**src/rtl/cpu_pkg.sv**
```systemverilog
// cpu_pkg: shared branch/condition enums, ALU control codes and datapath defaults
package cpu_pkg;
  localparam int WIDTH_DEF = 64;
  localparam int REGW_DEF = 5;
  localparam logic [3:0] ALU_AND = 4'b0000;
  localparam logic [3:0] ALU_ORR = 4'b0001;
  localparam logic [3:0] ALU_ADD = 4'b0010;
  localparam logic [3:0] ALU_SUB = 4'b0110;
  localparam logic [3:0] ALU_PASSB = 4'b0111;
  localparam logic [3:0] ALU_NOR = 4'b1100;
  typedef enum logic [1:0] {BR_NONE, BR_COND, BR_CBZ, BR_CBNZ} br_kind_t;
  typedef enum logic [3:0] {
    C_EQ, C_NE, C_HS, C_LO, C_MI, C_PL, C_VS, C_VC,
    C_HI, C_LS, C_GE, C_LT, C_GT, C_LE, C_AL, C_NV
  } cond_t;
endpackage

```
**src/rtl/cond_eval.sv**
```systemverilog
// cond_eval: combinational B.cond evaluation from {N,Z,C,V}
module cond_eval
  import cpu_pkg::*;
(
  input  logic [3:0] nzcv_i,
  input  logic [3:0] cond_i,
  output logic       taken_o
);
  logic n, z, c, v;
  logic [7:0] base;
  assign {n, z, c, v} = nzcv_i;
  assign base = {1'b1, ~z & (n == v), n == v, c & ~z, v, n, c, z};
  // odd codes invert the even-code test, except AL/NV which are both always
  assign taken_o = (cond_i[0] && cond_i[3:1] != 3'b111) ? ~base[cond_i[3:1]] : base[cond_i[3:1]];
endmodule

```
**src/rtl/ex_mem_stage.sv**
```systemverilog
// ex_mem_stage: EX/MEM pipeline register, NZCV flag register and branch resolution.
// Define EX_MEM_PERF_EN to build the stall/flush performance counters.
module ex_mem_stage
  import cpu_pkg::*;
#(
  parameter int WIDTH = WIDTH_DEF,
  parameter int REGW = REGW_DEF
) (
  input  logic             clk,
  input  logic             reset,
  input  logic             stall,
  input  logic             flush,
  input  logic             ex_valid,
  input  logic [WIDTH-1:0] ex_result,
  input  logic             ex_negative,
  input  logic             ex_zero,
  input  logic             ex_overflow,
  input  logic             ex_carry_out,
  input  logic             ex_set_flags,
  input  logic             ex_vc_clear,
  input  logic [WIDTH-1:0] ex_store_data,
  input  logic [REGW-1:0]  ex_rd,
  input  logic             ex_reg_write,
  input  logic             ex_mem_read,
  input  logic             ex_mem_write,
  input  logic [1:0]       ex_br_kind,
  input  logic [3:0]       ex_cond,
  output logic             mem_valid,
  output logic [WIDTH-1:0] mem_result,
  output logic [WIDTH-1:0] mem_store_data,
  output logic [REGW-1:0]  mem_rd,
  output logic             mem_reg_write,
  output logic             mem_mem_read,
  output logic             mem_mem_write,
  output logic             mem_br_taken,
  output logic [3:0]       flags_nzcv,
  output logic [31:0]      perf_stall_cnt,
  output logic [31:0]      perf_flush_cnt
);
  logic ld, upd, cond_taken, taken_d;
  logic [3:0] flags_q, flags_d;
  br_kind_t kind;
  assign ld = ex_valid & ~stall & ~flush;
  assign upd = flush | ~stall;
  assign kind = br_kind_t'(ex_br_kind);
  cond_eval u_cond (.nzcv_i(flags_q), .cond_i(ex_cond), .taken_o(cond_taken));
  always_comb begin
    taken_d = kind == BR_CBZ ? ex_zero : kind == BR_CBNZ ? ~ex_zero : kind == BR_COND ? cond_taken : 1'b0;
    flags_d = (ld & ex_set_flags) ? {ex_negative, ex_zero, ex_carry_out & ~ex_vc_clear, ex_overflow & ~ex_vc_clear} : flags_q;
  end
  always_ff @(posedge clk) begin
    if (reset) begin
      mem_valid <= 1'b0;
      mem_result <= '0;
      mem_store_data <= '0;
      mem_rd <= '0;
      mem_reg_write <= 1'b0;
      mem_mem_read <= 1'b0;
      mem_mem_write <= 1'b0;
      mem_br_taken <= 1'b0;
      flags_q <= 4'b0000;
    end else begin
      flags_q <= flags_d;
      if (upd) begin
        mem_valid <= ld;
        mem_result <= ex_result;
        mem_store_data <= ex_store_data;
        mem_rd <= ex_rd;
        mem_reg_write <= ld & ex_reg_write;
        mem_mem_read <= ld & ex_mem_read;
        mem_mem_write <= ld & ex_mem_write;
        mem_br_taken <= ld & taken_d;
      end
    end
  end
  assign flags_nzcv = flags_q;
`ifdef EX_MEM_PERF_EN
  logic [31:0] stall_cnt_q, flush_cnt_q;
  always_ff @(posedge clk) begin
    if (reset) begin
      stall_cnt_q <= '0;
      flush_cnt_q <= '0;
    end else begin
      stall_cnt_q <= stall_cnt_q + {31'd0, stall};
      flush_cnt_q <= flush_cnt_q + {31'd0, flush};
    end
  end
  assign perf_stall_cnt = stall_cnt_q;
  assign perf_flush_cnt = flush_cnt_q;
`else
  assign perf_stall_cnt = '0;
  assign perf_flush_cnt = '0;
`endif
endmodule

```
**config.mk**
```make
export PLATFORM = sky130hd
export DESIGN_NAME = ex_mem_stage
export DESIGN_NICKNAME = d
export VERILOG_FILES = /design/src/rtl/cpu_pkg.sv /design/src/rtl/cond_eval.sv /design/src/rtl/ex_mem_stage.sv
export SDC_FILE = /design/constraint.sdc
export NUM_CORES = 1
export LEC_CHECK = 0
export ABC_AREA = 0
export CAP_MARGIN = 10
export CORE_AREA = 2 2 140 142
export CTS_CLUSTER_SIZE = 24
export DETAILED_ROUTE_END_ITERATION = 10
export DIE_AREA = 0 0 142 144
export PLACE_DENSITY = 0.7
export SETUP_SLACK_MARGIN = 0.4
export SLEW_MARGIN = 20
export SYNTH_ARGS = -nofsm -noshare
export SYNTH_HDL_FRONTEND = slang
export SYNTH_SLANG_ARGS = --single-unit
```
**constraint.sdc**
```tcl
create_clock -name clk -period 1.6 [get_ports clk]
set_clock_uncertainty 0.2 [all_clocks]
set_input_delay 0.32 -clock clk [delete_from_list [all_inputs] [get_ports clk]]
set_output_delay 0.32 -clock clk [all_outputs]
set_load 0.01 [all_outputs]
```
Word-level counts from Yosys, hierarchy flattened
Index checks and enable logic that the tools add are counted.

Output and inout bits: 206. Word-level logic and storage cells: 40. Bits of input ports: 153. Register bits after elaboration: 142.

Bitwise gates (word level): 18. Magnitude comparators: 1. Reductions and logical operators: 1. Equal/unequal tests: 5. Mux-type cells: 6.

Operator list (number): bitwise AND 1 bit (11); NOT 1 bit (6); two-way mux 1 bit (5); == test 2 bit (second input constant) (2); less-than comparator 3 x 4 -> 1 bit (second input constant) (1); binary-select mux 1 bit (select 3 bit) (1); inequality test 3 bit (second input constant) (1); == test 2 x 1 -> 1 bit (second input constant) (1); == test 1 bit (1); logical AND 1 bit (1); bitwise OR 1 bit (1).

Longest topological paths before layout
Gate-level depths: netlist (run 1).

Word-level depth: 10. Depth in mapped cells: 7. Mapped depth without buffers: 5.

Modules after synthesis
A second synthesis (run 1) with hierarchy kept.

Cells, all modules: 694. Area total of the unflattened synthesis: 5637.9 µm².

By module, submodules not included: ex_mem_stage (cells each 680, seq. area each 2842.7 µm², instances 1, area each 5529.1 µm²); cond_eval (cells each 14, seq. area each 0.0 µm², instances 1, area each 108.9 µm²).

Worst setup path after synthesis (run 1)
Ideal clock, no wire load.

Kind: reg-to-reg. From: reg flags_q[2] (netlist: flags_nzcv[2]). To: reg mem_br_taken. Clock period less this slack: 1.807 ns. Path buffers: 0. Arrival: 1.486 ns. Setup time: 0.121 ns. Path slack: -0.207 ns. Required time: 1.279 ns. Stages on the path, launching flop included: 6. Path through: dfxtp_1 or4b_1 and3_1 a221oi_2 xor2_1 o21ai_1.

Longest elaborated chain between the ends: 10. Elaborated cells on any way between the ends: 11. Classes of those cells: mux (6); bitwise (5).

Ends and longest elaborated chain: from (decl) (line ex_mem_stage.sv:41) `logic [3:0] flags_q, flags_d;`; from (signal assigned) (line ex_mem_stage.sv:63) `flags_q <= flags_d;`; NOT 1 bit (line cond_eval.sv:12) `assign base = {1'b1, ~z & (n == v), n == v, c & ~z, v, n, c, z};`; bitwise AND 1 bit (line cond_eval.sv:12); binary-select mux 1 bit (select 3 bit) (*) (line cond_eval.sv:14) `assign taken_o = (cond_i[0] && cond_i[3:1] != 3'b111) ? ~base[cond_i[3:1]] : base[cond_i[3:1]];`; two-way mux 1 bit (implied by the code) (*) (line cond_eval.sv:14); NOT 1 bit (line cond_eval.sv:14); two-way mux 1 bit (*) (line cond_eval.sv:14); two-way mux 1 bit (*) (3 in series) (line ex_mem_stage.sv:48) `taken_d = kind == BR_CBZ ? ex_zero : kind == BR_CBNZ ? ~ex_zero : kind == BR_COND ? cond_taken : 1'b0;`; bitwise AND 1 bit (*) (line ex_mem_stage.sv:72) `mem_br_taken <= ld & taken_d;`; to (signal assigned) (line ex_mem_stage.sv:72); to (decl) (line ex_mem_stage.sv:35) `output logic mem_br_taken,`.

Every way passes the cells marked *; elsewhere a longest branch is shown, timed or not. The select of a mux whose other input is x is not followed. A chain may end at the register's enable or synchronous reset.

Worst setup path in the final report (run 1)
Ends and elaborated chain as after synthesis.

==> results of run 1 <==
metal layers:
layer	global-route usage	wire, um	up-vias
met5	0	0	-
met4	0.0458	204	0
met3	0.0649	1540	12
met2	0.291	9550	221
met1	0.190	7340	2597
li1	-	-	2817
where the power goes:
part           leakage, nW  internal, mW  switching [mW]
Combinational         3.33          1.07           0.748
Sequential            1.22          3.79           0.170
Clock                0.312          2.79            1.57
worst max-delay path: stages (launching register included):
cell and delay [ns]:
dfxtp_2 0.32, or4b_1 0.44, and3_1 0.17, a221oi_2 0.27
xor2_1 0.17, o21ai_1 0.06
cell type report:
class                   instances  area, um2  area share
multi-input cells             511       2610       0.245
clock buffers                  19        433      0.0406
flip-flops and latches        142       3030       0.285
well taps                     238        298      0.0279
clock inverters                13        211      0.0198
repair buffers                373       4070       0.382
worst paths after layout:
| kind | to | start | depth (start not counted) |
|---|---|---|---|
| max reg2reg | mem_br_taken | flags_nzcv[2] | 5 |
| min | mem_valid | flush | 3 |
| min reg2reg | mem_rd[0] | mem_rd[0] | 2 |
| max | mem_br_taken | flags_nzcv[2] | 5 |
layout by cell type, fill, tap and decap left out, drive strengths merged:
cell,netlist,final
and3,1,1
bufbuf,0,1
nor3b,2,2
a211oi,1,1
nor2,5,5
mux2i,3,3
clkinvlp,0,1
buf,80,216
inv,0,3
bufinv,0,5
clkbuf,32,25
a21oi,138,138
clkinv,0,4
nor3,4,4
clkdlybuf4s50,0,145
nand2,272,272
nand3,1,1
dfxtp,142,142
nor2b,4,4
dlygate4sd2,0,3
xor2,2,2
nand2b,4,4
conb,1,64
nand3b,3,3
or4b,1,1
o21ai,2,2
a31oi,1,1
a2111oi,1,1
xnor2,1,1
a221oi,1,1
clkdlybuf4s15,0,2
what timing repair did:
item	in CTS	in global routing
hold endpoints to repair	0	1
pin swaps	4	51
cloned	4	5
setup endpoints to repair	281	229
setup buffers	9	13
gates resized for setup	872	108
logic make-up (layout without fill, tap and decap cells):
logic type,count (synthesis),in the layout
buffers and inverters,112,405
AO/OA/AOI/OAI,144,144
flip-flops,142,142
other,1,64
XOR/XNOR,3,3
multiplexers,3,3
AND/OR/NAND/NOR,297,297
metrics by stage:
| step | area [um2] | util | power [mW] |
|---|---|---|---|
| after floorplan | 6020 | - | 4.67 |
| after global placement | 8830 | 0.463 | 5.49 |
| after detailed placement | 8830 | 0.463 | 5.50 |
| after CTS | 10000 | 0.527 | 10.1 |
| after global routing | 10700 | 0.559 | 10.6 |
| final | 10700 | 0.559 | 10.1 |
sequential cells by signal, summed over array words and instances (netlist names):
signal,cells
flags_nzcv,4
mem_reg_write,1
mem_mem_write,1
mem_result,64
mem_br_taken,1
mem_store_data,64
mem_mem_read,1
mem_valid,1
mem_rd,5
==> results.md, run 1 <==
* Total grt overflow at 0
* Worst EP arrival at 1.83 ns
* Status: finished with violations
* Clk sinks at ~140
* CTS tree: done
* Share of layout cells above drive strength 1 at 0.443
* Setup crit end kind: flip-flop
* Adder-Cell Fraction of Synth Area at 0
* Nets at between 1000 and 1500
* Antenna cells at 0
* Std-Cell Rows at ~50
* XOR/XNOR share of the synthesized area at 0.00478
* Fin worst setup slack at -0.137 ns
* Post-Place Worst Slack at -0.641 ns
* Setup slack, reg-to-reg at -0.14 ns
* Clk buf depth at 2
* Maximum vdd drop at between 600 and 700 uV
* P&R area growth vs syn at 94.0%
* Initial core utilization at 0.288
* Commonest cells in the netlist: nand2_1 (272), dfxtp_1 (142), a21oi_1 (138), buf_4 (64), clkbuf_1 (32)
* Via density at approximately 4.4
* Post-synthesis mux area share at 0.00546
* Post-synthesis cell type count at 26
* Pwr/cell area at about 950 nW/um2
* Final Slew Violations at 0
* Pre-Repair DR Iteration Count at 4
* Root buffer cell: clkbuf_16
* DR DRC count at 0
* Worst-skew pair later-pin latency at 0.40 ns
* Post-Synthesis Cells at approximately 700
* Pleak at 4.87 nW
* Worst Path Required at approximately 1.7 ns
* Core ar. at ~19000 um2
* Number of enable flip-flop cells after synthesis at 0
* Failing checks: hold timing, setup timing
* Filler cells at around 1700
* Simple-gate share of the synthesized area at 0.214
* Post-DP HPWL at roughly 12000 um
* Non-filler cells in the finished layout at between 1000 and 1500
* CTS buffer count at 17
* Max_cap viols at 0
* Critical path fanouts, max at 2
* First-pass GRT wire length at 26600 um
* Drt total wl at around 19000 um
* Avg WL per Cell at approximately 14 um
* Slew HR at 0.674
* CP Launch Type: flip-flop
* Register area share after synthesis at 0.517
* Post-synth top flop: dfxtp_1
* Setup TNS at -0.137 ns
* Slew @ Worst Pin at around 0.48 ns
* Worst min path class: primary input to flip-flop
* Synth Cell Area at 5500 um2
* Unrepaired setup endpoints after global routing: true
* I/O Buffers at just under 300
* Synth area leader: dfxtp_1
* Asr flop ratio synth at 0
* Most frequent cell after synthesis: nand2_1
* Worst Setup Path Type: flip-flop to flip-flop
* Tmin final at between 1.5 and 2 ns
* Synth top area cells: dfxtp_1 (52%), nand2_1 (19%), a21oi_1 (13%), buf_4 (8.7%), clkbuf_1 (2.2%)
* # hold bufs at CTS at 0
* DR vias at approximately 5600
* Die Area at 20400 um2
* Largest net degree at the start of global routing at 64
* Max frequency at around 580 MHz
* Chip width at approximately 140 um
* Top cell type's share of synthesized area at 0.517
* Synth Area per Inst at 7.83 um2
* Die Y-Extent at approximately 140 um
* Top Ports at 359
* Final setup viols at 1
* First DRT Iteration DRCs at ~160
* Endpoints failing hold at 1
* WHS at -0.0250 ns
* Antenna violations before repair at 0
* Largest family of logic cells by synthesized area: simple AND/OR/NAND/NOR gates
* RePlAce Congestion at between 0.7 and 0.8
* Final Cycle Share at 1.09
* Yosys reg bits at 142
* Final ANT Viol Nets at 0
* Compound-Gate Fraction of Synth Area at 0.134
* Placed Cells incl. Taps at around 1200
* Worst-path clk slew at around 0.060 ns
* Vias in the first global route at between 5000 and 6000
* Overall Global Routing Usage at 0.166
* H-tree depth at 4
* YS warnings at 0
Note: power is estimated with default switching activity, not from simulation.
==> inputs of run 2 (changes only) <==
PLACE_DENSITY = unset   (was 0.7)
PLACE_DENSITY_LB_ADDON = 0.2   (was unset)
==> run 2 against run 1 <==
Compared with the run above: the flow finishes with violations (setup timing); power decreased by 1.4%; sequential power about the same; sequential share of layout area increased by 0.14 points; final cell count decreased by 0.54%; via count decreased by 1.5%; global-route usage increased by 0.15 points; fmax decreased by 2.0%; combinational power about the same; register-to-register slack got worse by 0.04 ns; routed wire length decreased by 2.2%.
==> results.md, run 2 (synthesized netlist as in run 1, its figures left out) <==
* Pre-Repair DR Iteration Count at 4
* Worst min path class: primary input to flip-flop
* Critical path fanouts, max at 2
* Worst Path Required at between 1.5 and 2 ns
* Setup TNS at -0.173 ns
* Tmin final at 1.77 ns
* Worst reg2reg path depth at 5
* Slew HR at 0.680
* Drt total wl at between 15000 and 20000 um
* Setup slack, reg-to-reg at -0.17 ns
* Total grt overflow at 0
* Overall Global Routing Usage at 0.168
* Chip width at approximately 140 um
* H-tree depth at 4
* Pwr/cell area at approximately 940 nW/um2
* I/O Buffers at between 200 and 300
* Hold Path Sink: mem_mem_write
* Slew @ Worst Pin at ~0.47 ns
* Final setup viols at 1
* Max frequency at 564 MHz
* DR DRC count at 0
* P&R area growth vs syn at 92.5%
* RR Endpoint: mem_br_taken
* First DRT Iteration DRCs at 150
* Sequential share of power at 0.396
* Fin worst setup slack at -0.173 ns
* Worst-skew pair later-pin latency at 0.41 ns
* Worst-path clk slew at around 0.06 ns
* Die Area at about 20000 um2
* Max_cap viols at 0
* Die Y-Extent at between 100 and 150 um
* Nets at around 1200
* Core ar. at 19100 um2
* CTS tree: done
* Clk sinks at roughly 140
* Top Ports at 359
* Via density at approximately 4.3
* RePlAce Congestion at 0.757
* Placed Cells incl. Taps at 1237
* Avg WL per Cell at between 10 and 15 um
* Antenna cells at 0
* CP Launch Type: flip-flop
* Most common cell after layout, fill and taps aside: nand2_1
* Maximum vdd drop at around 700 uV
* Non-filler cells in the finished layout at about 1300
* Status: finished with violations
* Clock power frac at 0.424
* Setup crit end kind: flip-flop
* Worst hold start: flush
* Root buffer cell: clkbuf_16
* Largest registers: mem_result x64, mem_store_data x64, mem_rd x5
* Worst EP arrival at 1.86 ns
* Cells on Worst Hold Path at 4
* Final Cycle Share at 1.11
* Most frequent cells in the layout: nand2_1 (245), buf_6 (150), clkdlybuf4s50_1 (145)
* Dpl cell area at 8970 um2
* Share of layout cells above drive strength 1 at 0.432
* Int Pwr at 7.52 mW
* Unrepaired setup endpoints after global routing: true
* Std-Cell Rows at roughly 50
* Pleak at around 4.7 nW
* Final ANT Viol Nets at 0
* Post-route cell area at approximately 11000 um2
* Post-DP HPWL at between 10000 and 15000 um
* Final Slew Violations at 0
* First-pass GRT wire length at approximately 27000 um
* Vias in the first global route at roughly 5100
* CTS buffer count at 17
* Clk buf depth at 2
* Comb pwr share at 0.180
* Largest net degree at the start of global routing at between 70 and 80
* Failing checks: setup timing
* Initial core utilization at 0.288
* Worst Setup Path Type: flip-flop to flip-flop
* Antenna violations before repair at 0
* DR vias at about 5600
* Sw Ratio at 0.247
* Endpoints failing hold at 0
* NetSw at about 2.5 mW
* R2r startpoint: flags_nzcv[2]
## run 2: power by group through the flow
stage / combinational (mW) / sequential (mW) / clock [mW]
after global placement: 1.62 / 3.92 / 0
after detailed placement: 1.62 / 3.93 / 0
after global routing: 1.95 / 3.98 / 4.53
after CTS: 1.70 / 3.93 / 4.36
after floorplan: 0.642 / 4.03 / 0
final: 1.80 / 3.95 / 4.24
## run 2: repair_timing
item / CTS / global route
buffers inserted: 6 / 6
cloned: 3 / 5
pin swaps: 5 / 49
resized for setup: 872 / 94
endpoints found under the setup margin: 282 / 166
hold buffers: 0 / 0
## run 2: area by class of cell
| class | instances | area [um2] |
|---|---|---|
| fill | 1745 | 8500 |
| timing repair buffer | 366 | 4100 |
| sequential | 142 | 3020 |
| multi-input combinational | 511 | 2520 |
| clock buffer | 19 | 443 |
| tap | 238 | 298 |
| clock inverter | 13 | 186 |
## run 2: worst max-delay path: stages, from the launching register on
cell and delay (ns):
dfxtp_2 0.32, or4b_1 0.44, and3_1 0.16, a221oi_2 0.26, xor2_1 0.17, o21ai_1 0.09
## run 2: worst max-delay path by stage
stage,from,to,slack (ns),depth (start not counted)
2_1_floorplan,ex_cond[2],mem_br_taken,-0.18,5
3_3_place_gp,ex_cond[2],mem_br_taken,-0.66,6
3_5_place_dp,ex_cond[2],mem_br_taken,-0.67,6
4_1_cts,flags_nzcv[2],mem_br_taken,-0.17,5
5_1_grt,flags_nzcv[2],mem_br_taken,-0.26,5
6_report,flags_nzcv[2],mem_br_taken,-0.17,5
## run 2: stage by stage
stage | util | setup WS, ns | hold WS [ns] | power (mW)
6_report | 0.554 | -0.173 | 0.0471 | 9.99
5_1_grt | 0.554 | -0.261 | 0.0397 | 10.5
4_1_cts | 0.528 | -0.166 | 0.0424 | 10.0
3_5_place_dp | 0.470 | -0.669 | 0.242 | 5.55
3_3_place_gp | 0.470 | -0.658 | 0.237 | 5.54
2_1_floorplan | - | -0.176 | 0.260 | 4.67
## run 2: layer usage
metal,GRT usage,wire (um),vias to the layer above
met3,0.0705,1590,19
met4,0.0526,241,0
met5,0,0,-
met2,0.285,9150,208
met1,0.192,7240,2541
li1,-,-,2795
==> RTL edit: new RTL, config.mk and constraints of run 1 <==
Build with the macro `EX_MEM_PERF_EN` defined.
--- a/src/rtl/ex_mem_stage.sv
+++ b/src/rtl/ex_mem_stage.sv
@@ -1,4 +1,6 @@
 // ex_mem_stage: EX/MEM pipeline register, NZCV flag register and branch resolution.
 // Define EX_MEM_PERF_EN to build the stall/flush performance counters.
+`define EX_MEM_PERF_EN
+
 module ex_mem_stage
   import cpu_pkg::*;
Formal check against the unedited RTL: not equivalent (Yosys sat finds a counterexample within 4 cycles, from zero or initial values and one cycle with reset high).
==> RTL edit against run 1 <==
Cell area rose by 52%; the flow still finishes with violations (negative hold slack, negative setup slack); synthesized area up 45%; routed wire length up 78%; power up 29%; worst setup slack got worse by 0.46 ns; sequential cell count up 64; maximum frequency decreased by 21%; critical endpoint is now perf_flush_cnt[30]; largest power group unchanged; sequential share of layout area is 0.96 points lower.
==> RTL edit: results (changes against run 1) <==
* Outcome: finished with violations
* Failing checks: negative hold slack, negative setup slack
* Distinct cell type count of the synthesized netlist at 43 (+65%)
* Final HPWL DP at 20000 um (+64%)
* H-tree levels at 1 (-3)
* RR Endpoint: perf_flush_cnt[30]
* Reg-to-Reg Start: perf_flush_cnt[18]
* Hold path endpoint: perf_flush_cnt[0]
* DR iter-0 viols at 426 (+170%)
* Layout cell share with drive strength beyond 1 at 0.506 (+0.0625)
* R2R Setup Slk at -0.60 ns (-0.46 ns)
* Vias per cell at 5.15 (+18%)
* CP Max Fanout at 6 (+4)
* Setup ws final at -0.600 ns (-0.462 ns)
* Most instantiated cells after synthesis: nand2_1 (286), dfxtp_1 (206), a21oi_1 (159), clkbuf_1 (57), nor2_1 (44)
* Post-synthesis area per instance at 8.13 um2 (+3.9%)
* DR WL/cell at 18.5 um (+28%)
* Register area share after synthesis at 0.516 (-0.000933)
* Vias in the first global route at 8659 (+65%)
* Place WS at -1.07 ns (-0.432 ns)
* Drt pass-1 iters at 5 (+1)
* Global Route Usage Sum at 0.281 (+0.115)
* Worst R2R Path Depth at 4 (-1)
* Biggest regs: mem_result (64), mem_store_data (64)
* Slew Limit Headroom at 0.682 (+0.00865)
* Leak pwr at 7.06 nW (+45%)
* Cts hold-fix bufs at 1 (+1)
* Count of final setup violators at 78 (+77)
* Sw Ratio at 0.241 (-0.00508)
* Cell Count Post-Placement at 1639 (+33%)
* Max clock buf depth at 3 (+1)
* Endpoints failing hold at 2 (+1)
* Worst hold slack at -0.0694 ns (-0.0443 ns)
* Global-route wire length before repair at 45700 um (+72%)
* Layout net count at 1700 (+42%)
* Ranking of synthesized cells by area: dfxtp_1 (52%), nand2_1 (13%), a21oi_1 (10%), clkbuf_1 (2.7%), nor2_1 (2.1%)
* Crit path DAT at 2.43 ns (+0.60 ns)
* CTS Buf Count at 23 (+6)
* Primary FF master, synth: dfxtp_1
* Largest net degree at the start of global routing at 56 (-13%)
==> RTL edit: cell families after synthesis <==
logic type      after synthesis  synth area share
flops                       206             0.516
fa+ha+maj                     4           0.00627
mux                          20            0.0276
buf+inv                      77            0.0382
xor+xnor                     23            0.0252
compound gates              192             0.128
simple gates                460             0.259
==> RTL edit: power by group through the flow <==
stage / sequential, mW / combinational, mW / clock, mW
2_1_floorplan: 5.65 / 0.500 / 0
3_3_place_gp: 5.55 / 1.60 / 0
3_5_place_dp: 5.55 / 1.62 / 0
4_1_cts: 5.52 / 1.82 / 5.62
5_1_grt: 5.54 / 2.05 / 5.82
6_report: 5.53 / 1.93 / 5.57
==> RTL edit: through the flow <==
stage               area, um2  hold slack [ns]  utilization  TNS [ns]
floorplan                8580            0.199            -    -11.67
global placement        13000            0.236        0.681   -105.90
detailed placement      13000            0.243        0.681   -110.77
CTS                     15400         -0.00124        0.809    -14.67
global route            16200          -0.0413        0.849    -20.35
finish                  16200          -0.0694        0.849    -16.50
==> RTL edit: per-layer routing <==
| layer | GRT usage | share of wire |
|---|---|---|
| met5 | 0 | 0 |
| met4 | 0.115 | 0.042 |
| met3 | 0.0646 | 0.069 |
| met2 | 0.519 | 0.52 |
| met1 | 0.312 | 0.37 |
==> RTL edit: critical path: stages (launching register included) <==
cell and delay, ns:
dfxtp_4 0.36, nand4_1 0.21, or4_4 0.61, or4_1 0.56
a21oi_1 0.18
==> RTL edit: worst max path at each step <==
stage	startpoint	end	slack, ns
4_1_cts	perf_flush_cnt[0]	perf_flush_cnt[22]	-0.53
6_report	perf_flush_cnt[18]	perf_flush_cnt[30]	-0.60
3_3_place_gp	flush	perf_flush_cnt[26]	-1.04
3_5_place_dp	flush	perf_flush_cnt[22]	-1.07
2_1_floorplan	perf_flush_cnt[0]	perf_flush_cnt[22]	-0.53
5_1_grt	perf_flush_cnt[17]	perf_flush_cnt[30]	-0.65
==> RTL edit: timing repair <==
action | 4_1_cts | 5_1_grt
endpoints found under the setup margin | 405 | 385
hold endpoints to repair | 2 | 2
cloned | 10 | 4
pin swaps | 26 | 34
gates resized for setup | 1347 | 88
setup buffers | 60 | 42
==> RTL edit: layout make-up <==
class	instances	area, um2	area share
clock inverters	12	144	0.00889
multi-input cells	702	4190	0.258
clock buffers	30	653	0.0403
inverters	12	45.0	0.00278
repair buffers	598	6420	0.396
well taps	238	298	0.0184
flip-flops and latches	206	4450	0.275
